[config.mk]
export PLATFORM = sky130hd
export DESIGN_NAME = pipe_skid_buf
export DESIGN_NICKNAME = d
export VERILOG_FILES = /design/src/rtl/pipe_skid_buf_pkg.sv /design/src/rtl/pipe_skid_buf_ctrl.sv /design/src/rtl/pipe_skid_buf.sv
export SDC_FILE = /design/constraint.sdc
export NUM_CORES = 1
export LEC_CHECK = 0
export CAP_MARGIN = 20
export CORE_MARGIN = 4
export CORE_UTILIZATION = 52
export DETAILED_ROUTE_END_ITERATION = 6
export PLACE_DENSITY = 0.81
export SLEW_MARGIN = 20
export SYNTH_ARGS = -nofsm -noshare
export SYNTH_HDL_FRONTEND = slang
export SYNTH_HIERARCHICAL = 1
export SYNTH_SLANG_ARGS = --single-unit
[constraint.sdc]
create_clock -name clk -period 4.8 [get_ports clk]
set_input_delay 1.2 -clock clk [delete_from_list [all_inputs] [get_ports clk]]
set_output_delay 1.2 -clock clk [all_outputs]
set_load 0.02 [all_outputs]
[src/rtl/pipe_skid_buf_pkg.sv]
// rtl/pipe_skid_buf_pkg.sv - shared types and occupancy constants for the skid buffer
package pipe_pkg;

  typedef enum logic [1:0] {
    EMPTY = 2'd0,
    BUSY  = 2'd1,
    FULL  = 2'd2
  } skid_state_t;

  localparam logic [1:0] OCC_EMPTY = 2'd0;
  localparam logic [1:0] OCC_ONE   = 2'd1;
  localparam logic [1:0] OCC_FULL  = 2'd2;

  // Entries held in a given state
  function automatic logic [1:0] occ_of(input skid_state_t s);
    case (s)
      BUSY:    occ_of = OCC_ONE;
      FULL:    occ_of = OCC_FULL;
      default: occ_of = OCC_EMPTY;
    endcase
  endfunction

endpackage

[src/rtl/pipe_skid_buf_ctrl.sv]
// rtl/pipe_skid_buf_ctrl.sv - skid buffer FSM, registered handshake/occupancy and load enables
module pipe_skid_ctrl
  import pipe_pkg::*;
(
  input  logic       clk,
  input  logic       reset,
  input  logic       i_s_valid,
  input  logic       i_m_ready,
  input  logic       i_flush,
  output logic       o_s_ready,
  output logic       o_m_valid,
  output logic [1:0] o_occ,
  output logic       o_load_main,
  output logic       o_load_skid,
  output logic       o_main_sel_skid
);

  skid_state_t r_state;
  skid_state_t w_state_nxt;
  logic        r_s_ready;
  logic        r_m_valid;
  logic [1:0]  r_occ;
  logic        w_in;
  logic        w_out;

  assign w_in  = i_s_valid & r_s_ready;
  assign w_out = r_m_valid & i_m_ready;

  // Next state and data-register load enables; flush overrides everything
  always_comb begin
    w_state_nxt     = r_state;
    o_load_main     = 1'b0;
    o_load_skid     = 1'b0;
    o_main_sel_skid = 1'b0;
    case (r_state)
      EMPTY: begin
        if (w_in) begin
          w_state_nxt = BUSY;
          o_load_main = 1'b1;
        end
      end
      BUSY: begin
        if (w_in && w_out) begin
          o_load_main = 1'b1;
        end else if (w_in) begin
          w_state_nxt = FULL;
          o_load_skid = 1'b1;
        end else if (w_out) begin
          w_state_nxt = EMPTY;
        end
      end
      FULL: begin
        if (w_out) begin
          w_state_nxt     = BUSY;
          o_load_main     = 1'b1;
          o_main_sel_skid = 1'b1;
        end
      end
      default: w_state_nxt = EMPTY;
    endcase
    if (i_flush) begin
      w_state_nxt     = EMPTY;
      o_load_main     = 1'b0;
      o_load_skid     = 1'b0;
      o_main_sel_skid = 1'b0;
    end
  end

  // State plus handshake outputs registered from the next state, so no output is combinational
  always_ff @(posedge clk) begin
    if (reset) begin
      r_state   <= EMPTY;
      r_s_ready <= 1'b1;
      r_m_valid <= 1'b0;
      r_occ     <= OCC_EMPTY;
    end else begin
      r_state   <= w_state_nxt;
      r_s_ready <= (w_state_nxt != FULL);
      r_m_valid <= (w_state_nxt != EMPTY);
      r_occ     <= occ_of(w_state_nxt);
    end
  end

  assign o_s_ready = r_s_ready;
  assign o_m_valid = r_m_valid;
  assign o_occ     = r_occ;

endmodule

[src/rtl/pipe_skid_buf.sv]
// rtl/pipe_skid_buf.sv - elastic main+skid pipeline stage with stall counter (option: PIPE_SKID_FLUSH_EN)
module pipe_skid_buf
  import pipe_pkg::*;
#(
  parameter int WIDTH = 32,
  parameter int CNT_W = 16
) (
  input  logic             clk,
  input  logic             reset,
`ifdef PIPE_SKID_FLUSH_EN
  input  logic             flush,
`endif
  input  logic             s_valid,
  output logic             s_ready,
  input  logic [WIDTH-1:0] s_data,
  output logic             m_valid,
  input  logic             m_ready,
  output logic [WIDTH-1:0] m_data,
  output logic [1:0]       occ,
  output logic [CNT_W-1:0] stall_cnt
);

  logic             w_flush;
  logic             w_load_main;
  logic             w_load_skid;
  logic             w_main_sel_skid;
  logic [WIDTH-1:0] r_main;
  logic [WIDTH-1:0] r_skid;
  logic [CNT_W-1:0] r_stall;

`ifdef PIPE_SKID_FLUSH_EN
  assign w_flush = flush;
`else
  assign w_flush = 1'b0;
`endif

  pipe_skid_ctrl u_ctrl (
    .clk             (clk),
    .reset           (reset),
    .i_s_valid       (s_valid),
    .i_m_ready       (m_ready),
    .i_flush         (w_flush),
    .o_s_ready       (s_ready),
    .o_m_valid       (m_valid),
    .o_occ           (occ),
    .o_load_main     (w_load_main),
    .o_load_skid     (w_load_skid),
    .o_main_sel_skid (w_main_sel_skid)
  );

  // Payload registers; contents are meaningless while not valid, so no reset
  always_ff @(posedge clk) begin
    if (w_load_main) r_main <= w_main_sel_skid ? r_skid : s_data;
    if (w_load_skid) r_skid <= s_data;
  end

  // Saturating count of cycles the consumer holds off a valid beat
  always_ff @(posedge clk) begin
    if (reset) begin
      r_stall <= '0;
    end else if (m_valid && !m_ready && (r_stall != {CNT_W{1'b1}})) begin
      r_stall <= r_stall + CNT_W'(1);
    end
  end

  assign m_data    = r_main;
  assign stall_cnt = r_stall;

endmodule

==> impl_results.md <==
* Dpl ws at 1.44 ns
* Synth Instances at 220
* CTS root buf: clkbuf_8
* Post-synthesis sequential area ratio at 0.704
* Worst Setup Path Type: primary input to flip-flop
* Setup tns final at 0 ns
* Max Clock Skew at 0.00566 ns
* Longest Clk Path Bufs at 2
* Clock power frac at 0.311
* Worst-skew pair later-pin latency at 0.34 ns
* Final Total Pwr at 1.37 mW
* Worst Min Path Start: stall_cnt[15]$_SDFFE_PP0P_
* Non-Filler Instances at 401
* Routed Antenna Nets at 0
* Worst-margin pin slew at 0.914 ns
* Commonest cells after routing, fill and taps aside: clkdlybuf4s50_1 (87), edfxtp_1 (64), mux2_2 (32)
* Vias in the first global route at 2180
* Post-synth EDFFs at 64
* Initial antenna violation count at 0
* CP startpoint kind: primary input
* RSZ-0062 raised after global routing: no
* Syn Area/Cell at 15.3 sq um
* Fill cells at 459
* # IOs at 88
* Share of cells above drive strength 1 at 0.188
* Crit. End Element: flip-flop
* Post-Syn Area at 0.00336 sq mm
* P_leak at 1.50 nW
* Clock transition at the registers of the reported paths at 0.08 ns
* Final-report setup violation count at 0
* Sw Ratio at 0.222
* Status: complete, no violations
* Area of the multi-input gates at 0.00101 sq mm
* Synthesized flop and latch total at 86
* Ys Warns at 6
* Crit path DAT at 3.02 ns
* Largest net degree at the start of global routing at 33
* Initial Util at 0.532
* H-tree depth at 3
* Commonest non-fill, non-tap cell in the layout: clkdlybuf4s50_1
* Minimum clock period at 3.00 ns
* Internal power at 1.07 mW
* Worst R2R End: m_data[29]$_DFFE_PP_
* Critical path peak fanout at 17
* WHS Endpoint: stall_cnt[15]$_SDFFE_PP0P_
* Global router's overall resource usage at 0.179
* Final Util at 0.715
* FF-to-FF path depth at 4
* Port buffer count at 87
* Post-DP HPWL at 4710 um
* Std cell rows at 29
* Design Area, Final at 0.00452 sq mm
* GPL Wtd Cong at 0.813
* Post-synth top flop: edfxtp_1
* Hold_ws at 0.550 ns
* Grt ovf at 0
* DR vias at 2127
* Period utilization at 0.625
* Ys async rst share at 0
* Post-synthesis cell type count at 36
* Final setup margin at 1.80 ns
* CTS tree: done
* Core area at 0.00631 sq mm
* Reg area at 0.00236 sq mm
* WP data required at 4.82 ns
* Synth-to-Final Area Change at 34.6%
* VDD IR max at 181 uV
* CTS Sinks at 86
* Min-delay worst type: flip-flop to flip-flop
* Die height at 88.3 um
* Initial DRC Count at 91
* Global-route wire length before repair at 10500 um
* TritonRoute pass-1 iters at 4
* DR DRC count at 0
* Sequential share of power at 0.603
* Gate power share at 0.085
* Post-CTS resize count at 0
* Hold-fix buffers, CTS at 0
* Via density at 5.30
* CTS Buf Count at 9
* Dpl cell area at 0.00435 sq mm
* Max Clock Freq at 333 MHz
* Diode count at 0
* Placed Cells incl. Taps at 385
* Max Cap Viol at 0
* Post-CTS setup repair buffer count at 0
* NetSw at 304 uW
* Cell area power density at 303 mW/mm^2
* Max_slew headroom at 0.389
* RR Startpoint: u_ctrl/r_state[1]$_SDFF_PP0_
* Final Routed Wirelength at 6650 um
* Drt wl/cell at 16.6 um
* Final #Nets at 356
* WHS Path Cells at 2
* Final Hold Fails at 0
* Die area at 0.00780 sq mm
* Fin. max-slew vios at 0
* Reg-to-reg slack, setup at 2.78 ns
* Die Wd at 88.3 um
synthesized netlist by cell type (2+ instances only):
cell / instances / area, sq um
nand2_1: 4 / 15.0
and3_1: 2 / 12.5
nor3_1: 3 / 15.0
nor2b_1: 2 / 12.5
mux2_2: 32 / 360
nand4_1: 6 / 37.5
clkbuf_1: 2 / 7.51
or3_1: 2 / 12.5
a21oi_1: 3 / 15.0
xnor2_1: 5 / 43.8
dfxtp_1: 22 / 440
and4_1: 5 / 43.8
nand4_2: 2 / 25.0
nor4_1: 5 / 31.3
nand3_1: 8 / 40.0
nor2_1: 18 / 67.6
o21ai_0: 6 / 30.0
xor2_1: 6 / 52.6
and2_1: 4 / 25.0
edfxtp_1: 64 / 1920
buf_1: 4 / 15.0
registers in the layout, summed over array words and instances, names as in the netlist:
name              count
r_skid               32
u_ctrl/o_s_ready      1
m_data               32
stall_cnt            16
u_ctrl/o_occ          2
u_ctrl/r_state        2
u_ctrl/o_m_valid      1
power by group through the flow:
stage	Sequential (mW)	Clock [mW]	Combinational, mW
6_report	0.827	0.427	0.117
4_1_cts	0.827	0.435	0.118
5_1_grt	0.829	0.472	0.125
3_3_place_gp	0.843	0	0.114
3_5_place_dp	0.844	0	0.118
2_1_floorplan	0.862	0	0.0283
cells by family after synthesis:
family | share of synthesized area
other | 0.00112
AO/OA/AOI/OAI | 0.0194
adder cells (fa/ha/maj) | 0.00373
buffers and inverters | 0.0101
multiplexers | 0.110
AND/OR/NAND/NOR | 0.123
XOR/XNOR | 0.0287
flip-flops | 0.704
how the worst max path moves through the flow:
| stage | startpoint | endpoint | depth (start not counted) |
|---|---|---|---|
| after floorplan | s_valid | m_data[0]$_DFFE_PP_ | 3 |
| after global placement | s_valid | m_data[16]$_DFFE_PP_ | 5 |
| after detailed placement | s_valid | m_data[19]$_DFFE_PP_ | 5 |
| after CTS | s_valid | m_data[29]$_DFFE_PP_ | 5 |
| after global routing | s_valid | m_data[29]$_DFFE_PP_ | 5 |
| final | s_valid | m_data[29]$_DFFE_PP_ | 5 |
layout make-up:
cell class / count / share of cell area
Sequential cell: 86 / 0.523
Multi-Input combinational cell: 133 / 0.223
Timing Repair Buffer: 89 / 0.196
Clock buffer: 9 / 0.0274
Tap cell: 77 / 0.0213
Clock inverter: 7 / 0.00914
metal layers:
metal | track usage | share of wire | up-vias
li1 | - | - | 1024
met1 | 0.226 | 0.43 | 1013
met2 | 0.294 | 0.48 | 79
met3 | 0.0456 | 0.077 | 11
met4 | 0.0769 | 0.015 | 0
met5 | 0 | 0 | -
critical path, cell delays in order:
cell and delay, ns:
clkdlybuf4s50_1 0.50, and3b_2 0.23, or2b_1 0.26, a21oi_4 0.46, buf_4 0.36
Note: power is estimated with default switching activity, not from simulation.
